File: config.mk
export PLATFORM = sky130hd
export DESIGN_NAME = simple_spi_slave_flat
export DESIGN_NICKNAME = d
export VERILOG_FILES = /design/src/rtl/simple_spi_slave_if.sv /design/src/rtl/simple_spi_slave.sv /design/src/flat_wrapper.sv
export SDC_FILE = /design/constraint.sdc
export NUM_CORES = 1
export LEC_CHECK = 0
export ABC_AREA = 1
export CAP_MARGIN = 20
export CORE_MARGIN = 2
export CORE_UTILIZATION = 25
export CTS_CLUSTER_DIAMETER = 120
export DETAILED_ROUTE_END_ITERATION = 8
export GPL_TIMING_DRIVEN = 0
export PLACE_DENSITY = 0.45
export SKIP_CTS_REPAIR_TIMING = 1
export SLEW_MARGIN = 20
export SYNTH_ARGS = -nofsm -noshare
export SYNTH_HDL_FRONTEND = slang
export SYNTH_SLANG_ARGS = --single-unit
File: constraint.sdc
create_clock -name system_clk -period 1.9 [get_ports system_clk]
set_clock_uncertainty 0.2 [all_clocks]
set_input_delay 0.38 -clock system_clk [delete_from_list [all_inputs] [get_ports system_clk]]
set_output_delay 0.38 -clock system_clk [all_outputs]
set_load 0.1 [all_outputs]
File: src/rtl/simple_spi_slave_if.sv
// simple_spi_slave_if: SPI bus pins shared by a master and simple_spi_slave
interface simple_spi_slave_if;
    logic spi_cs;
    logic spi_clk;
    logic spi_mosi;
    logic spi_miso;
    modport master (output spi_cs, output spi_clk, output spi_mosi, input spi_miso);
    modport slave (input spi_cs, input spi_clk, input spi_mosi, output spi_miso);
endinterface

File: src/rtl/simple_spi_slave.sv
// simple_spi_slave: oversampled SPI responder for all CPOL/CPHA modes with a word handshake.
// Define SIMPLE_SPI_SLAVE_MISO_TRISTATE_EN to release spi_miso (z) while idle.
module simple_spi_slave #(
    parameter int WORDWIDTH = 4,
    parameter int SYNCHRONIZE_INPUTS_FOR_CLKS = 3
) (
    input  logic                 system_clk,
    input  logic                 system_rst_n,
    input  logic                 cpol,
    input  logic                 cpha,
    input  logic                 msb_first,
    input  logic [WORDWIDTH-1:0] data_tx,
    output logic                 word_load,
    output logic                 word_completed,
    output logic [WORDWIDTH-1:0] data_rx,
    output logic                 xfer_aborted,
    output logic                 xfer_active,
    simple_spi_slave_if.slave    spi
);
    localparam int S = SYNCHRONIZE_INPUTS_FOR_CLKS;
    localparam int CW = $clog2(WORDWIDTH);
    typedef enum logic {IDLE, ACTIVE} state_t;
    state_t state;
    logic [S-1:0] cs_s, clk_s, mosi_s;
    logic cs_q, clk_q, skip, miso_q;
    logic [CW-1:0] cnt;
    logic [WORDWIDTH-1:0] tx_sr, rx_sr, rx_next;
    logic cs_rise, cs_fall, lead, trail, sample, shift, last;
    function automatic logic first_bit(input logic [WORDWIDTH-1:0] v, input logic msb);
        return msb ? v[WORDWIDTH-1] : v[0];
    endfunction
    function automatic logic [WORDWIDTH-1:0] shifted(input logic [WORDWIDTH-1:0] v, input logic msb);
        return msb ? v << 1 : v >> 1;
    endfunction
    assign cs_rise = cs_s[S-1] & ~cs_q;
    assign cs_fall = ~cs_s[S-1] & cs_q;
    // polarity folded into both sides so a cpol change alone never looks like an edge
    assign lead = (clk_s[S-1] ^ cpol) & ~(clk_q ^ cpol);
    assign trail = ~(clk_s[S-1] ^ cpol) & (clk_q ^ cpol);
    assign sample = cpha ? trail : lead;
    assign shift = cpha ? lead : trail;
    assign last = cnt == CW'(WORDWIDTH - 1);
    assign rx_next = msb_first ? {rx_sr[WORDWIDTH-2:0], mosi_s[S-1]} : {mosi_s[S-1], rx_sr[WORDWIDTH-1:1]};
    always_ff @(posedge system_clk or negedge system_rst_n)
        if (!system_rst_n) begin
            cs_s <= '0;
            clk_s <= '0;
            mosi_s <= '0;
            cs_q <= 1'b0;
            clk_q <= 1'b0;
            state <= IDLE;
            cnt <= '0;
            skip <= 1'b0;
            miso_q <= 1'b0;
            tx_sr <= '0;
            rx_sr <= '0;
            data_rx <= '0;
            word_load <= 1'b0;
            word_completed <= 1'b0;
            xfer_aborted <= 1'b0;
            xfer_active <= 1'b0;
        end else begin
            cs_s <= {cs_s[S-2:0], spi.spi_cs};
            clk_s <= {clk_s[S-2:0], spi.spi_clk};
            mosi_s <= {mosi_s[S-2:0], spi.spi_mosi};
            cs_q <= cs_s[S-1];
            clk_q <= clk_s[S-1];
            word_load <= 1'b0;
            word_completed <= 1'b0;
            xfer_aborted <= 1'b0;
            if (state == IDLE) begin
                if (cs_rise) begin
                    state <= ACTIVE;
                    xfer_active <= 1'b1;
                    word_load <= 1'b1;
                    cnt <= '0;
                    skip <= 1'b0;
                    tx_sr <= cpha ? data_tx : shifted(data_tx, msb_first);
                    if (!cpha) miso_q <= first_bit(data_tx, msb_first);
                end
            end else if (cs_fall) begin
                state <= IDLE;
                xfer_active <= 1'b0;
                miso_q <= 1'b0;
                cnt <= '0;
                xfer_aborted <= cnt != '0;
            end else begin
                if (sample) begin
                    rx_sr <= rx_next;
                    cnt <= last ? '0 : cnt + 1'b1;
                    // cpha=0 drives the next word's first bit now, so its next trailing edge must not shift
                    if (last) begin
                        data_rx <= rx_next;
                        word_completed <= 1'b1;
                        word_load <= 1'b1;
                        skip <= ~cpha;
                        tx_sr <= cpha ? data_tx : shifted(data_tx, msb_first);
                        if (!cpha) miso_q <= first_bit(data_tx, msb_first);
                    end
                end
                if (shift) begin
                    if (skip) skip <= 1'b0;
                    else begin
                        miso_q <= first_bit(tx_sr, msb_first);
                        tx_sr <= shifted(tx_sr, msb_first);
                    end
                end
            end
        end
`ifdef SIMPLE_SPI_SLAVE_MISO_TRISTATE_EN
    assign spi.spi_miso = (state == ACTIVE) ? miso_q : 1'bz;
`else
    assign spi.spi_miso = miso_q;
`endif
endmodule

File: src/flat_wrapper.sv
// flat-port wrapper written by rule: the top's interface ports become plain ports
module simple_spi_slave_flat 
#(
    parameter int WORDWIDTH = 4,
    parameter int SYNCHRONIZE_INPUTS_FOR_CLKS = 3
)
  (system_clk, system_rst_n, cpol, cpha, msb_first, data_tx, word_load, word_completed, data_rx, xfer_aborted, xfer_active, spi_spi_cs, spi_spi_clk, spi_spi_mosi, spi_spi_miso);
  simple_spi_slave_if spi_i ();
  input  logic system_clk;
  input  logic system_rst_n;
  input  logic cpol;
  input  logic cpha;
  input  logic msb_first;
  input  logic [WORDWIDTH-1:0] data_tx;
  output logic word_load;
  output logic word_completed;
  output logic [WORDWIDTH-1:0] data_rx;
  output logic xfer_aborted;
  output logic xfer_active;
  input wire logic [$bits(spi_i.spi_cs)-1:0] spi_spi_cs;
  input wire logic [$bits(spi_i.spi_clk)-1:0] spi_spi_clk;
  input wire logic [$bits(spi_i.spi_mosi)-1:0] spi_spi_mosi;
  output wire logic [$bits(spi_i.spi_miso)-1:0] spi_spi_miso;
  assign spi_i.spi_cs = spi_spi_cs;
  assign spi_i.spi_clk = spi_spi_clk;
  assign spi_i.spi_mosi = spi_spi_mosi;
  assign spi_spi_miso = spi_i.spi_miso;
  simple_spi_slave #(.WORDWIDTH(WORDWIDTH), .SYNCHRONIZE_INPUTS_FOR_CLKS(SYNCHRONIZE_INPUTS_FOR_CLKS)) u_core (.system_clk(system_clk), .system_rst_n(system_rst_n), .cpol(cpol), .cpha(cpha), .msb_first(msb_first), .data_tx(data_tx), .word_load(word_load), .word_completed(word_completed), .data_rx(data_rx), .xfer_aborted(xfer_aborted), .xfer_active(xfer_active), .spi(spi_i));
endmodule
==> impl_metrics.json <==
{
  "wl_per_cell_um": 11.3,
  "crit_buf_inv": 1,
  "cp_slowest_cell": "clkbuf_2",
  "synthCells": 192,
  "path_cells": "clkbuf_2",
  "finalWirelength_um": 3370,
  "via_per_inst": 4.41,
  "finalSetupViolations": 0,
  "via_count": 1309,
  "start_kind": "flop",
  "die_area_um2": 6910,
  "synth_cell_types": 25,
  "io_pins": 21,
  "die-width_um": 83.1,
  "drtIter0Drc": 51,
  "pre_cts_ws_ns": -0.269,
  "hold_viol": 0,
  "grt_use_total_pct": 10.6,
  "row_count": 28,
  "clockRootBuffer": "clkbuf_8",
  "period_needed_ns": 1.77,
  "setup_slack_ns": 0.135,
  "diodes": 0,
  "end_kind": "output pin",
  "clock-sinks": 32,
  "antenna_found_initial": 0,
  "worstPathRequired_ns": 1.32,
  "cts_buffers": 5,
  "syn_avg_cell_area_um2": 8.15,
  "synthDominantCellAreaShare_pct": 51.2,
  "ant_nets": 0,
  "grt_start_max_net_pins": 22,
  "cellPowerDensity_nw_per_um2": 970,
  "tightest_slew_ns": 0.544,
  "ir_drop_mv": 0.363,
  "grt.busiest_layer": "met1",
  "final_net_count": 235,
  "drv_slew": 0,
  "cts_tree": "done",
  "h-tree-depth": 2,
  "clk_pin_slew_ns": 0.07,
  "drtPass1Iterations": 4,
  "cpPeakStageDelay_ns": 0.48,
  "initial_utilization_pct": 26.1,
  "yosys.area.top_type": "dfrtp_1",
  "grt_pass1_wl_um": 5850,
  "netlist_area_um2": 1570,
  "remaining_drc_errors": 0,
  "drive_gt1_share_pct": 16.7,
  "use_met3_pct": 3.68,
  "clockBufferDepth": 2,
  "clock_latency_ns": 0.29,
  "hpwl_um": 2480,
  "use_met1_pct": 15.1,
  "area_delta_synth_final_pct": 24.1,
  "ys_seq_elements": 32,
  "seq_area_frac_synth_pct": 51.2,
  "p_leak_nw": 1.02,
  "grt_pass1_vias": 1192,
  "fmax_mhz": 566,
  "critPathMaxFanout": 4,
  "max-slew-margin-rel_pct": 63.9,
  "use_met2_pct": 14.8,
  "core_area_um2": 5990,
  "fin_crit_sh_pct": 92.9,
  "maxCapViolCount": 0,
  "die_height_um": 83.1,
  "status": "complete, no violations",
  "worst_hold_path_type": "flop to flop",
  "cp.arrival_ns": 1.19,
  "ys.warnings.count": 0,
  "rsz0062_at_grt": "false",
  "tns_ns": 0,
  "path_delay_family": "buffers and inverters",
  "crit_type": "flop to output pin",
  "synth_area_leaders": "dfrtp_1, nand2_1, o21ai_0",
  "syn_nets": 206,
  "r2r_slack_ns": 0.26,
  "gp_congestion": 0.739,
  "portBuffers": 20,
  "overflow": 0
}
## Yosys cell counts, drive strengths merged
library cell	count
nand4	5
nor3	2
nand3	10
dfrtp	32
o21ai	20
nor2	6
inv	28
o221ai	2
nand2	77
mux2i	1
a21oi	2
buf	1
o211ai	1
o22ai	2
ha	2
clkbuf	1
## power by group
part / internal [W] / switching (W) / leakage (nW)
registers: 0.000781 / 0.0000600 / 0.400
logic: 0.000141 / 0.000370 / 0.574
clock network: 0.000260 / 0.000272 / 0.0414
total: 0.00118 / 0.000701 / 1.02
## cell type report
cell class	instances	area [µm²]
Sequential cell	32	801
Tap cell	75	93.8
Multi-Input combinational cell	130	648
Clock buffer	6	72.6
Fill cell	644	4050
Buffer	2	12.5
Clock inverter	2	16.3
Timing Repair Buffer	22	193
Inverter	28	105
## final timing paths
path                                                 start                         endpoint  cells past startpoint
max reg2reg                       u_core.cs_s[2]$_DFF_PN0_      u_core.tx_sr[0]$_DFFE_PN0P_                      7
min in group asynchronous                     system_rst_n  u_core.word_completed$_DFF_PN0_                      2
min                             u_core.mosi_s[1]$_DFF_PN0_       u_core.mosi_s[2]$_DFF_PN0_                      0
min reg2reg                     u_core.mosi_s[1]$_DFF_PN0_       u_core.mosi_s[2]$_DFF_PN0_                      0
max in group asynchronous                     system_rst_n  u_core.spi.spi_miso$_DFFE_PN0P_                      3
max                        u_core.spi.spi_miso$_DFFE_PN0P_                     spi_spi_miso                      1
## through the flow
step,instances,utilization [%],power (W),hold WS (ns),area (µm²)
after floorplan,192,-,0.00123,-0.116,1570
after global placement,287,31.0,0.00138,0.133,1860
after detailed placement,288,31.4,0.00139,0.0967,1880
after CTS,296,32.9,0.00193,-0.220,1970
after global routing,297,32.4,0.00201,0.155,1940
final,297,32.4,0.00188,0.149,1940
## logic make-up (layout without fill, tap and decap cells)
logic type                 after synthesis  count (layout)  synth area share [%]
AOI/OAI and AO/OA                       27              27                  9.91
adders and majority gates                2               2                  1.60
muxes                                    1               1                 0.640
buffers and inverters                   30              60                  7.43
DFF                                     32              32                  51.2
and+or+nand+nor                        100             100                  29.3
## state kept, by name, summed over array words and instances, names as in the netlist
| register | count |
|---|---|
| u_core.state | 1 |
| u_core.xfer_active | 1 |
| u_core.tx_sr | 4 |
| u_core.spi.spi_miso | 1 |
| u_core.data_rx | 4 |
| u_core.rx_sr | 4 |
| u_core.cs_s | 3 |
| u_core.skip | 1 |
| u_core.mosi_s | 3 |
| u_core.xfer_aborted | 1 |
| u_core.cnt | 2 |
| u_core.word_completed | 1 |
| u_core.clk_q | 1 |
| u_core.cs_q | 1 |
| u_core.word_load | 1 |
| u_core.clk_s | 3 |
## per-layer routing
| metal | vias up | part of all wire (%) |
|---|---|---|
| li1 | 671 | - |
| met1 | 609 | 51 |
| met2 | 25 | 43 |
| met3 | 4 | 4.7 |
| met4 | 0 | 0.95 |
| met5 | - | 0 |
## cell usage in the layout, fill, tap and decap left out, drive strengths merged
cell type and count:
a21oi 2, buf 3, clkbuf 16, clkdlybuf4s50 8, clkinv 1, clkinvlp 1
dfrtp 32, dlygate4sd3 1, dlymetal6s2s 2, ha 2, inv 28, mux2i 1
nand2 77, nand3 10, nand4 5, nor2 6, nor3 2, o211ai 1
o21ai 20, o221ai 2, o22ai 2
No activity file was read; power rests on OpenSTA's default activity.
